<file path="config.mk">
export PLATFORM = sky130hd
export DESIGN_NAME = lsu
export DESIGN_NICKNAME = d
export VERILOG_FILES = /design/src/rtl/lsu_pkg.sv /design/src/rtl/lsu_align.sv /design/src/rtl/lsu.sv
export SDC_FILE = /design/constraint.sdc
export NUM_CORES = 1
export LEC_CHECK = 0
export CAP_MARGIN = 25
export CORE_MARGIN = 3
export CORE_UTILIZATION = 35
export DETAILED_ROUTE_END_ITERATION = 10
export PLACE_DENSITY = 0.66
export SKIP_LAST_GASP = 1
export SYNTH_ARGS = -nofsm -noshare
export SYNTH_HDL_FRONTEND = slang
export SYNTH_HIERARCHICAL = 1
export SYNTH_SLANG_ARGS = --single-unit
</file>
<file path="constraint.sdc">
create_clock -name clk -period 2.6 [get_ports clk]
set_input_delay 0.52 -clock clk [delete_from_list [all_inputs] [get_ports clk]]
set_output_delay 0.52 -clock clk [all_outputs]
set_load 0.01 [all_outputs]
</file>
<file path="src/rtl/lsu_pkg.sv">
// lsu_pkg: shared state encoding, access-size codes and alignment helper for the LSU.
package lsu_pkg;

    typedef enum logic [1:0] {S_IDLE, S_REQ, S_WAIT, S_RESP} state_t;

    localparam logic [1:0] SZ_B = 2'd0;
    localparam logic [1:0] SZ_H = 2'd1;
    localparam logic [1:0] SZ_W = 2'd2;

    localparam int TIMEOUT_DEF = 255;

    // Reserved size 3 behaves as a word, so anything but byte/half uses lane 0.
    function automatic logic [1:0] byte_offset(input logic [1:0] size, input logic [1:0] addr);
        return size == SZ_B ? addr : size == SZ_H ? {addr[1], 1'b0} : 2'b00;
    endfunction

endpackage

</file>
<file path="src/rtl/lsu_align.sv">
// lsu_align: store lane mask/data shift and load extraction with sign/zero extension.
module lsu_align
    import lsu_pkg::*;
(
    input  logic [1:0]  addr,
    input  logic [1:0]  size,
    input  logic        uns,
    input  logic [31:0] wdata,
    input  logic [31:0] rdata,
    output logic [7:0]  wmask,
    output logic [31:0] wdata_sh,
    output logic [31:0] rdata_ext
);

    logic [1:0]  off;
    logic [31:0] sh;

    always_comb begin
        off       = byte_offset(size, addr);
        wmask     = size == SZ_B ? 8'h01 << off : size == SZ_H ? 8'h03 << off : 8'h0F;
        wdata_sh  = wdata << {off, 3'b000};
        sh        = rdata >> {off, 3'b000};
        rdata_ext = size == SZ_B ? {{24{sh[7] & ~uns}}, sh[7:0]} :
                    size == SZ_H ? {{16{sh[15] & ~uns}}, sh[15:0]} : sh;
    end

endmodule

</file>
<file path="src/rtl/lsu.sv">
// lsu: load/store unit FSM (IDLE->REQ->WAIT->RESP) with cycle timeout abort.
// Define LSU_MISALIGN_CHECK_EN to trap misaligned half/word accesses without touching memory.
module lsu
    import lsu_pkg::*;
#(
    parameter int TIMEOUT = TIMEOUT_DEF
) (
    input  logic        clk,
    input  logic        rst_n,
    input  logic        in_valid,
    output logic        in_ready,
    input  logic        in_ren,
    input  logic        in_wen,
    input  logic [31:0] in_addr,
    input  logic [31:0] in_wdata,
    input  logic [1:0]  in_size,
    input  logic        in_unsigned,
    output logic        out_valid,
    input  logic        out_ready,
    output logic [31:0] out_rdata,
    output logic        out_err,
    output logic        mem_valid,
    input  logic        mem_ready,
    output logic [31:0] mem_addr,
    output logic        mem_wen,
    output logic [31:0] mem_wdata,
    output logic [7:0]  mem_wmask,
    input  logic        mem_rvalid,
    input  logic [31:0] mem_rdata
);

    localparam int CW = $clog2(TIMEOUT + 1);

    state_t        state, state_nx;
    logic [31:0]   addr_q, wdata_q, rdata_q;
    logic [1:0]    size_q;
    logic          uns_q, ren_q, wen_q, err_q;
    logic [CW-1:0] cnt;
    logic [7:0]    wmask;
    logic [31:0]   wdata_sh, rdata_ext;
    logic          accept, access, busy, timeout, trap;

    assign accept  = in_valid && in_ready;
    assign access  = in_ren || in_wen;
    assign busy    = state == S_REQ || state == S_WAIT;
    assign timeout = cnt == CW'(TIMEOUT - 1);

`ifdef LSU_MISALIGN_CHECK_EN
    assign trap = access && ((in_size == SZ_H && in_addr[0]) || (in_size[1] && in_addr[1:0] != 2'b00));
`else
    assign trap = 1'b0;
`endif

    lsu_align u_align (
        .addr      (addr_q[1:0]),
        .size      (size_q),
        .uns       (uns_q),
        .wdata     (wdata_q),
        .rdata     (mem_rdata),
        .wmask     (wmask),
        .wdata_sh  (wdata_sh),
        .rdata_ext (rdata_ext)
    );

    always_comb begin
        state_nx = state;
        case (state)
            S_IDLE:  if (accept) state_nx = (!access || trap) ? S_RESP : S_REQ;
            S_REQ:   state_nx = timeout ? S_RESP : mem_ready ? S_WAIT : S_REQ;
            S_WAIT:  state_nx = (mem_rvalid || timeout) ? S_RESP : S_WAIT;
            S_RESP:  if (out_ready) state_nx = S_IDLE;
            default: state_nx = S_IDLE;
        endcase
    end

    always_ff @(posedge clk or negedge rst_n) begin
        if (!rst_n) begin
            state   <= S_IDLE;
            addr_q  <= '0;
            wdata_q <= '0;
            size_q  <= '0;
            uns_q   <= 1'b0;
            ren_q   <= 1'b0;
            wen_q   <= 1'b0;
            rdata_q <= '0;
            err_q   <= 1'b0;
            cnt     <= '0;
        end else begin
            state <= state_nx;
            if (accept) begin
                addr_q  <= in_addr;
                wdata_q <= in_wdata;
                size_q  <= in_size;
                uns_q   <= in_unsigned;
                ren_q   <= in_ren;
                wen_q   <= in_wen;
                rdata_q <= '0;
                err_q   <= trap;
                cnt     <= '0;
            end
            if (busy)
                cnt <= cnt + 1'b1;
            // A response arriving on the timeout cycle still wins.
            if (state == S_WAIT && mem_rvalid)
                rdata_q <= (ren_q && !wen_q) ? rdata_ext : '0;
            else if (busy && timeout) begin
                err_q   <= 1'b1;
                rdata_q <= '0;
            end
        end
    end

    assign in_ready  = rst_n && state == S_IDLE;
    assign mem_valid = state == S_REQ;
    assign mem_addr  = mem_valid ? {addr_q[31:2], 2'b00} : '0;
    assign mem_wen   = mem_valid && wen_q;
    assign mem_wdata = mem_wen ? wdata_sh : '0;
    assign mem_wmask = mem_wen ? wmask : '0;
    assign out_valid = state == S_RESP;
    assign out_rdata = out_valid ? rdata_q : '0;
    assign out_err   = out_valid && err_q;

endmodule

</file>
# Word level (Yosys, flattened, before mapping)
# Index checks and enable logic that the tools add are counted.
word_totals:
  register_bits: 112
  latchBits: 0
  ramBits: 0
  mem_bits_ro: 0
  output_inout_bits: 109
  elab_cells: 67
  mem_count: 0
op_classes:
  addsub: 1
  mul: 0
  div_mod_pow: 0
  magnitude_cmp: 0
  eq_ne: 7
  shift: 4
  mux: 26
  bitwise: 3
  reduce_logical: 16
ops:
  columns: ["cell", "count"]
  rows:
  - ["32-bit 2-to-1 mux", 9]
  - ["8-bit 2-to-1 mux", 5]
  - ["32-bit by 5-bit left shift with 32-bit output", 1]
  - ["32-bit by 5-bit right shift with 32-bit output", 1]
  - ["2-bit 2-to-1 mux", 7]
  - ["8-bit by 1-bit adder with 8-bit output, second input constant", 1]
  - ["8-bit == test, second input constant", 1]
  - ["2-bit case mux with 4 select lines", 1]
  - ["1-bit by 2-bit left shift with 8-bit output, first input constant", 1]
  - ["2-bit by 2-bit left shift with 8-bit output, first input constant", 1]
  - ["1-bit logical AND", 7]
  - ["2-bit by 1-bit == test with 1-bit output, second input constant", 2]
  - ["2-bit == test, second input constant", 2]
  - ["2-bit logical NOT", 2]
  - ["1-bit 2-to-1 mux", 4]
  - ["1-bit logical OR", 3]
  - ["3-bit nonzero test", 1]
  - ["1-bit AND", 2]
  - ["2-bit by 1-bit != test with 1-bit output, second input constant", 1]
  - ["2-bit != test, second input constant", 1]
  - ["2-bit AND reduction", 1]
  - ["2-bit nonzero test", 1]
  - ["1-bit logical NOT", 1]
  - ["1-bit NOT", 1]

# Depth between registers and ports, before layout
logic_depth:
  word_depth: 9
  depth_mapped: 8
  ltp_nobuf: 6

# Hierarchy
# The synthesis kept the hierarchy.
modules_own_cells:
  columns: ["mod", "n_inst", "cells_per_inst", "area_each_um2", "seq_area_each_um2"]
  rows:
  - ["lsu", 1, 412, 5106.1, 2802.7]
  - ["lsu_align", 1, 210, 1286.2, 0.0]

# Worst setup path after synthesis
# No wires, ideal clock.
synth_timing:
  path_type: "reg-to-output"
  startpoint: "register size_q[1]"
  endpoint: "output port mem_wdata[24]"
  t_arrival_ns: 1.887
  setup_slack_ns: 0.193
  path_stages_with_launch: 9
  path_cell_list: "dfrtp_1 buf_2 nor3b_1 buf_2 buf_4 mux2i_1 nor2_1 a221o_1 and3_1"
synth_via:
  elab_chain_cells: 5
  word_cells_on_any_way: 6
synth_rtl:
  columns: ["element", "line_no", "source"]
  rows:
  - ["start: declaration", "lsu.sv:36", "logic [1:0] size_q;"]
  - ["start signal: assignment", "lsu.sv:93", "size_q <= in_size;"]
  - ["2-bit by 1-bit == test with 1-bit output", "lsu_pkg.sv:14", "return size == SZ_B ? addr : size == SZ_H ? {addr[1], 1'b0} : 2'b00;"]
  - ["2-bit 2-to-1 mux", "lsu_pkg.sv:14", null]
  - ["2-bit 2-to-1 mux *", "lsu_pkg.sv:14", null]
  - ["32-bit by 5-bit left shift with 32-bit output *", "lsu_align.sv:21", "wdata_sh = wdata << {off, 3'b000};"]
  - ["net wdata_sh[24]", "lsu.sv:40", "logic [31:0] wdata_sh, rdata_ext;"]
  - ["32-bit 2-to-1 mux *", "lsu.sv:117", "assign mem_wdata = mem_wen ? wdata_sh : '0;"]
  - ["end: declaration", "lsu.sv:26", "output logic [31:0] mem_wdata,"]
# Mark *: on every way through the listed nets, which the timed path passes. The rest lies on a longest branch.

# Worst setup path after layout
layout_timing:
  startpoint: "register size_q[0]"
  endpoint: "output port mem_wdata[31]"
# The elaborated chain is that of the path after synthesis.

==> run metrics <==
metal3 WL 1.66 mm; CP arrival 2.23 ns; post-place setup slack -0.0670 ns; CTS H-tree lvls 3; met2 routed WL 10.0 mm; Buf+Inv Stages, Crit Path 4; share of cells above drive strength 1 0.229; GRT Total Usage 0.204; Hold WC Path Type input port to async pin; ys flop type dfrtp_1; synthesis-to-layout area growth 47.1%; Clk pin slew, worst setup/hold paths 0.07 ns; root buf cell clkbuf_16; Buffers on Ports 209; final hold violations 0; Slew Limit Headroom 0.434; row cnt 48; detailed placement HPWL 14.3 mm; EDFF count, synth 0; Critical-path top delay cell dfrtp_1; met1 WL 8.37 mm; fin nets 951; antenna violations before repair 1; die footprint 0.0199 mm2; DR iter-0 viols 372; core area 0.0176 mm2; largest net degree at the start of global routing 102; CP peak stage delay 0.40 ns; first-pass GRT wire length 32.2 mm; Clock Skew 0.0110 ns; status finished with violations; Bufs on Longest Clock Path 2; maximum vdd drop 0.464 mV; Mapped Avg Cell Area 10.3 um2; routed wire length 20.4 mm; Placer Congestion 0.898; fmax 364 MHz; Highest Signal Layer met4; reg-to-reg startpoint size_q[0]$_DFFE_PN0P_; Routed wire per std cell 19.1 um; failing checks setup timing; ys async rst share 1.00; min cycle time layout 2.75 ns; Seq/Total Area, Yosys 0.438; routed vias 5696; post-DR vias/cell 5.33; commonest cells after routing, fill and taps aside 155 x clkdlybuf4s50_1, 112 x dfrtp_1, 73 x and2_1; Req. time, crit path 2.08 ns; register bit total from synthesis 112; crit-path cells buf_4 -> nand2b_4 -> a21oi_4 -> clkinvlp_4 -> clkbuf_16 -> a221o_1 -> and3_4 -> buf_2; leakage dissipation 0.00451 uW; Pwr Density 1110 mW/mm2; Routed Antenna Nets 0; die width 141 um; final max-slew violation count 0; Ys Warns 6; Cell Area, Synth 0.00639 mm2; RSZ-0062 raised after global routing true; CTS tree built; total power 10400 uW; grt ovf 0; clk_lat worst skew 0.36 ns; distinct cell type count after synthesis 46; Die H 141 um; final cycle utilization of the critical path 1.06; fillers 1530; First-pass DRT Iterations 6; commonest non-fill, non-tap cell in the layout clkdlybuf4s50_1; critical path class flip-flop to output pin; CTS buffer count 9; Critical Path Start size_q[0]$_DFFE_PN0P_; CTS Hold Bufs 0; critical-path maximum fanout 7; num ports 216; CP top delay family buffers and inverters; worst-margin pin slew 0.848 ns; detailed-route DRC error count 0; Final setup viols 23; Startpoint Class flip-flop; starting density of the core 0.363; number of global-route vias before repair 5951; Syn Inst Count 622; CP endpoint kind output pin; Setup WS post-layout -0.147 ns; final worst hold slack 0.0352 ns; clock sink count 112; Max Cap Violations 0; setup TNS -1.89 ns
## cells in the mapped netlist (all sizes together) (8+ instances only)
| cell | number | area (um2) |
|---|---|---|
| dfrtp | 112 | 2800 |
| o21ai | 42 | 210 |
| buf | 24 | 166 |
| nand2 | 39 | 146 |
| nor3 | 9 | 45.0 |
| a22o | 39 | 342 |
| mux2 | 70 | 792 |
| and2 | 73 | 457 |
| mux2i | 21 | 210 |
| a21oi | 10 | 65.1 |
| a221o | 8 | 80.1 |
| a22oi | 8 | 60.1 |
| clkbuf | 35 | 131 |
| nor2 | 19 | 71.3 |
| and3 | 52 | 330 |
| a31oi | 10 | 62.6 |
## layer usage
metal,vias up,global-route usage
li1,2645,-
met5,-,0
met1,2763,0.258
met2,258,0.344
met4,0,0.0571
met3,30,0.0526
## cells by family after synthesis
logic type | synth area share
xor gates and xnor gates | 0.00548
muxes | 0.157
other | 0.00117
adders and majority gates | 0.0137
and+or+nand+nor | 0.183
DFF | 0.438
AOI/OAI and AO/OA | 0.151
buffers and inverters | 0.0507
## cell type report
type | instances | area [um2] | share of cell area
Timing Repair Buffer | 259 | 2550 | 0.271
Multi-Input combinational cell | 448 | 3450 | 0.367
Clock buffer | 10 | 239 | 0.0254
Tap cell | 225 | 282 | 0.0299
Sequential cell | 112 | 2800 | 0.298
Antenna cell | 1 | 2.50 | 0.000266
Clock inverter | 6 | 42.5 | 0.00452
Inverter | 7 | 30.0 | 0.00319
## worst paths after layout
kind,slack [ns],to,depth (start not counted)
setup / recovery,-0.15,mem_wdata[31],8
hold / removal,0.04,state[1]$_DFFE_PN0P_,1
setup reg to reg,0.26,rdata_q[14]$_DFFE_PN0P_,7
hold reg to reg,0.48,cnt[7]$_DFFE_PN0P_,1
max in group asynchronous,1.76,addr_q[22]$_DFFE_PN0P_,2
min in group clk,0.48,cnt[7]$_DFFE_PN0P_,1
## power by group
| group | switching (uW) | total [uW] | internal, uW | leakage (uW) |
|---|---|---|---|---|
| Sequential | 625 | 3160 | 2530 | 0.00141 |
| Clock | 647 | 1330 | 679 | 0.000135 |
| Combinational | 2830 | 5950 | 3120 | 0.00297 |
| Total | 4110 | 10400 | 6330 | 0.00451 |
## state kept, by name, summed over array words and instances (netlist names)
name and count:
uns_q 1, wen_q 1, ren_q 1, rdata_q 32
wdata_q 32, state 2, cnt 8, size_q 2
err_q 1, addr_q 32
## through the flow
step                      cell area [um2]  instances  utilization
after floorplan                      6410        626            -
after global placement               8750       1028        0.497
after detailed placement             8750       1028        0.497
after CTS                            9250       1065        0.526
after global routing                 9400       1068        0.534
final                                9400       1068        0.534
## repair_timing
action,in CTS,in global routing
gates cloned,3,0
gates resized for setup,132,59
setup buffers,18,3
setup endpoints to repair,67,90
pin swaps,2,22
(Power assumes the default switching activity.)
